<file path="src/rtl/ps2_move_decoder.sv">
`timescale 1ns/1ps
// ps2_move_decoder: PS/2 receiver and scancode decoder producing one-cycle move/enter pulses.
module ps2_move_decoder #(
    parameter int TIMEOUT_CYCLES = 50000
) (
    input  logic       clk,
    input  logic       resetn,
    input  logic       ps2_clk,
    input  logic       ps2_dat,
    output logic       enterEn,
    output logic       moveUpEn,
    output logic       moveDownEn,
    output logic       moveLeftEn,
    output logic       moveRightEn,
    output logic       frame_err,
    output logic [7:0] last_code
);
    localparam int TW = $clog2(TIMEOUT_CYCLES + 1);
    typedef enum logic [1:0] {IDLE, DATA, PARITY, STOP} state_t;
    state_t        state;
    logic [1:0]    clk_sync, dat_sync;
    logic          clk_prev, fall, dat;
    logic [2:0]    bit_cnt;
    logic [7:0]    shift;
    logic          par;
    logic [TW-1:0] tcnt;
    logic          byte_valid;
    logic          ext, brk, hit;
    logic [2:0]    key;
    logic [4:0]    held, en;
    assign fall = clk_prev & ~clk_sync[1];
    assign dat  = dat_sync[1];
    assign {moveRightEn, moveLeftEn, moveDownEn, moveUpEn, enterEn} = en;
    // Preset to idle-high so reset release never looks like a falling edge
    always_ff @(posedge clk or negedge resetn) begin
        if (!resetn) begin
            clk_sync <= 2'b11;
            dat_sync <= 2'b11;
            clk_prev <= 1'b1;
        end else begin
            clk_sync <= {clk_sync[0], ps2_clk};
            dat_sync <= {dat_sync[0], ps2_dat};
            clk_prev <= clk_sync[1];
        end
    end
    always_ff @(posedge clk or negedge resetn) begin
        if (!resetn) begin
            state      <= IDLE;
            bit_cnt    <= 3'd0;
            shift      <= 8'd0;
            par        <= 1'b0;
            tcnt       <= '0;
            byte_valid <= 1'b0;
            frame_err  <= 1'b0;
            last_code  <= 8'd0;
        end else begin
            byte_valid <= 1'b0;
            frame_err  <= 1'b0;
            tcnt       <= (fall || state == IDLE) ? '0 : tcnt + 1'b1;
            if (fall) begin
                case (state)
                    IDLE: if (!dat) begin
                        state   <= DATA;
                        bit_cnt <= 3'd0;
                    end
                    DATA: begin
                        shift   <= {dat, shift[7:1]};
                        bit_cnt <= bit_cnt + 3'd1;
                        if (bit_cnt == 3'd7) state <= PARITY;
                    end
                    PARITY: begin
                        par   <= dat;
                        state <= STOP;
                    end
                    STOP: begin
                        state <= IDLE;
                        if ((^shift ^ par) && dat) begin
                            byte_valid <= 1'b1;
                            last_code  <= shift;
                        end else begin
                            frame_err <= 1'b1;
                        end
                    end
                    default: state <= IDLE;
                endcase
            end else if (state != IDLE && tcnt == TW'(TIMEOUT_CYCLES - 1)) begin
                state     <= IDLE;
                frame_err <= 1'b1;
            end
        end
    end
    // Key index: 0 enter, 1 up, 2 down, 3 left, 4 right
    always_comb begin
        hit = 1'b1;
        key = 3'd0;
        if (last_code == 8'h5A) key = 3'd0;
        else if (ext ? last_code == 8'h75 : last_code == 8'h1D) key = 3'd1;
        else if (ext ? last_code == 8'h72 : last_code == 8'h1B) key = 3'd2;
        else if (ext ? last_code == 8'h6B : last_code == 8'h1C) key = 3'd3;
        else if (ext ? last_code == 8'h74 : last_code == 8'h23) key = 3'd4;
        else hit = 1'b0;
    end
    always_ff @(posedge clk or negedge resetn) begin
        if (!resetn) begin
            ext  <= 1'b0;
            brk  <= 1'b0;
            held <= 5'd0;
            en   <= 5'd0;
        end else begin
            en <= 5'd0;
            if (frame_err) begin
                ext <= 1'b0;
                brk <= 1'b0;
            end else if (byte_valid) begin
                if (last_code == 8'hE0) ext <= 1'b1;
                else if (last_code == 8'hF0) brk <= 1'b1;
                else begin
                    ext <= 1'b0;
                    brk <= 1'b0;
                    if (hit) begin
                        held[key] <= !brk;
                        if (!brk && !held[key]) en[key] <= 1'b1;
                    end
                end
            end
        end
    end
endmodule

</file>
<file path="config.mk">
export PLATFORM = sky130hd
export DESIGN_NAME = ps2_move_decoder
export DESIGN_NICKNAME = d
export VERILOG_FILES = /design/src/rtl/ps2_move_decoder.sv
export SDC_FILE = /design/constraint.sdc
export NUM_CORES = 1
export LEC_CHECK = 0
export CAP_MARGIN = 10
export CORE_AREA = 8 8 81 83
export DETAILED_ROUTE_END_ITERATION = 16
export DIE_AREA = 0 0 89 91
export PLACE_DENSITY = 0.85
export SETUP_SLACK_MARGIN = 0.5
export SLEW_MARGIN = 20
export SYNTH_ARGS = -nofsm -noshare
export SYNTH_HDL_FRONTEND = slang
export SYNTH_SLANG_ARGS = --single-unit
</file>
<file path="constraint.sdc">
create_clock -name clk -period 1.7 [get_ports clk]
set_input_delay 0.34 -clock clk [delete_from_list [all_inputs] [get_ports clk]]
set_output_delay 0.34 -clock clk [all_outputs]
set_load 0.01 [all_outputs]
</file>
==> results.ini <==
[outcome]
outcome=finished, violations left
violations=negative setup slack

[timing]
hold_viol_final=0
fmax_mhz=514
worstMarginPinSlew_ns=0.398
worst_slack_ns=-0.244
clock_skew_ns=0.0105
setup_viol=23
rsz0062_at_grt=true
maxSlewHeadroom_pct=73.5
finalCritPeriodShare_pct=114
tns_ns=-2.87
period_minus_slack_ns=1.94
slew_viol_final=0

[clock_tree]
cts-root-buf=clkbuf_8
cts.sinks=57
clkTransAtPathRegs_ns=0.07
htree_levels=3
clock_path_buffers=2
cts_tree=yes
insertion_delay_ns=0.35
cts-buffers-inserted=9

[floorplanning]
die_x_um=89
ios=18
dieArea_um2=8100
rows=27
die_height_um=91
core_area_um2=5340
start_util_pct=50.1

[worst_setup_path]
critPathMaxStageDelay_ns=0.46
crit_cells=5
critPathTopFamily=XOR/XNOR gates
r2r_cells=5
cp.arrival_ns=2.18
cp_cell_sequence=xnor2_1 > xnor3_1 > xnor2_2 > nand4_2 > mux2_2
r2r_setup_slack_ns=-0.24
worstPathMaxFanout=4
critPathKind=reg2reg
cp_num_buf_inv=0
cp-start-kind=flip-flop
cp.required_ns=1.93
slowest_stage=xnor3_1
end_kind=flip-flop

[yosys]
synth_commonest_cells=52 x dfrtp_1, 21 x nor2_1, 15 x mux2_2
netlist-cell-type-count=44
syn_nets=249
synthArstFlopShare_pct=100
postSynthCellCount=238
post-synth-top-count-cell=dfrtp_1
yosys.area.top_type=dfrtp_1
ys_seq_area_share_pct=53.5
synthesis.area_um2=2680
ys_top_cells_by_area=dfrtp_1 49%, mux2_2 6.3%, dfstp_2 4.9%
synth_top_area_share_pct=48.6
synth.ff_latch_count=57
ys.flop_type=dfrtp_1
syn_avg_cell_area_um2=11.2
yosys_warnings=0
synth_edf_count=0

[power_and_ir_drop]
p_leak_nw=2.00
power-per-cell-area_nw_per_um2=994
p_total_w=0.00436
ir_drop_uv=910

[layout]
drive_gt1_share_pct=58.5
layout.nets=355
area_growth_pct=64.0
post-route-util_pct=82.2
n_antenna_cell=0
fill_cells=287

[route]
num_vias=2360
finalWirelength_um=8050
avgViaCountPerCell=5.61
post-route-drc-count=0
ant_nets=0
dr.pass1.iters=4
wl_per_cell_um=19.1
drt_iter0_drc=75

[place]
dp_hpwl_um=3820
io_buffers=17
routabilityCongestion=0.847

[global_route]
overflow=0
antenna_found_initial=0
grt_start_max_net_pins=42
grt_pass1_vias=2412
grt.total_usage_pct=18.4
grt_pass1_wl_um=11400

[worst_hold_path]
hp-class=reg2reg
whs_path_depth=0

[job]
drv_cap=0

## report_power, final
part	leakage, nW	internal [W]	switching [W]	total (W)
combinational	1.16	0.000868	0.000760	0.00163
clock	0.0814	0.000524	0.000599	0.00112
sequential	0.763	0.00148	0.000131	0.00161
## routing by layer
layer	vias up	GRT usage, %	part of all wire, %
li1	1073	-	-
met1	1196	20.1	39
met2	69	31.8	54
met3	22	5.59	4.4
met4	0	7.77	2.5
met5	-	0	0
## cell families after synthesis
family | synth area share (%)
mux | 7.81
xor+xnor | 7.34
flops | 53.5
fa+ha+maj | 3.27
simple gates | 18.0
compound gates | 7.95
buf+inv | 2.15
## sequential cells by signal (all words and copies together) (netlist names)
signal,cells
bit_cnt,3
brk,1
byte_valid,1
clk_prev,1
clk_sync,2
dat_sync,2
en,5
ext,1
frame_err,1
held,5
last_code,8
par,1
shift,8
state,2
tcnt,16
## worst register-to-register path: cells and delay by family, from the launching register on
kind | cells | cell delay (ns)
mux | 1 | 0.32
simple gates | 1 | 0.21
flops | 1 | 0.39
xor+xnor | 3 | 0.91
## timing repair
| item | CTS | global route |
|---|---|---|
| resized for setup | 128 | 60 |
| setup endpoints to repair | 66 | 65 |
| gates cloned | 1 | 1 |
| pin swaps | 25 | 15 |
| endpoints found under the hold margin | 12 | 0 |
| hold buffers | 1 | 0 |
| buffers inserted | 25 | 21 |
## area by class of cell
cell class                 instances  area [µm²]  share of cell area (%)
sequential                        57        1440                    32.8
clock buffer                       9         124                    2.82
multi-input combinational        168        1720                    39.2
tap                               72        90.1                    2.05
timing repair buffer              97         927                    21.1
inverter                          11        41.3                   0.941
clock inverter                     7        46.3                    1.05
## metrics by stage
step	hold slack [ns]	area, µm²	worst slack, ns	instances
2_1_floorplan	0.0444	2810	-0.0543	238
3_5_place_dp	0.290	3270	-0.165	356
3_3_place_gp	0.287	3270	-0.111	356
6_report	0.360	4390	-0.244	421
5_1_grt	0.364	4390	-0.302	421
4_1_cts	0.359	3950	-0.149	399
## worst paths after layout
| check | startpoint | to |
|---|---|---|
| max in group asynchronous | resetn | clk_prev |
| max | shift[4] | last_code[1] |
| min | dat_sync[0] | dat_sync[1] |
| min reg2reg | dat_sync[0] | dat_sync[1] |
| min in group asynchronous | resetn | last_code[5] |
| max reg2reg | shift[4] | last_code[1] |
## layout by cell type (no fill, tap or decap), types with 3 or more instances in the layout
cell	Yosys	final
a21oi_1	9	6
a21oi_2	0	3
buf_12	0	3
buf_2	1	3
buf_4	0	46
buf_6	0	41
clkbuf_8	0	9
clkinv_2	0	3
clkinvlp_4	0	3
dfrtp_1	52	46
dfrtp_2	0	6
dfstp_2	5	5
ha_4	0	4
inv_1	11	9
mux2_2	15	8
mux2_4	0	7
mux2i_1	4	4
nand2_1	13	8
nand3_1	14	6
nand3_2	0	6
nor2_1	21	14
nor2_4	0	5
nor3_1	7	4
nor3_4	0	3
nor4_2	0	3
o21ai_0	10	4
o21ai_2	0	3
xnor2_1	9	4
xnor2_2	1	5
xor2_1	9	7
Power figures use the tool's default switching activity.
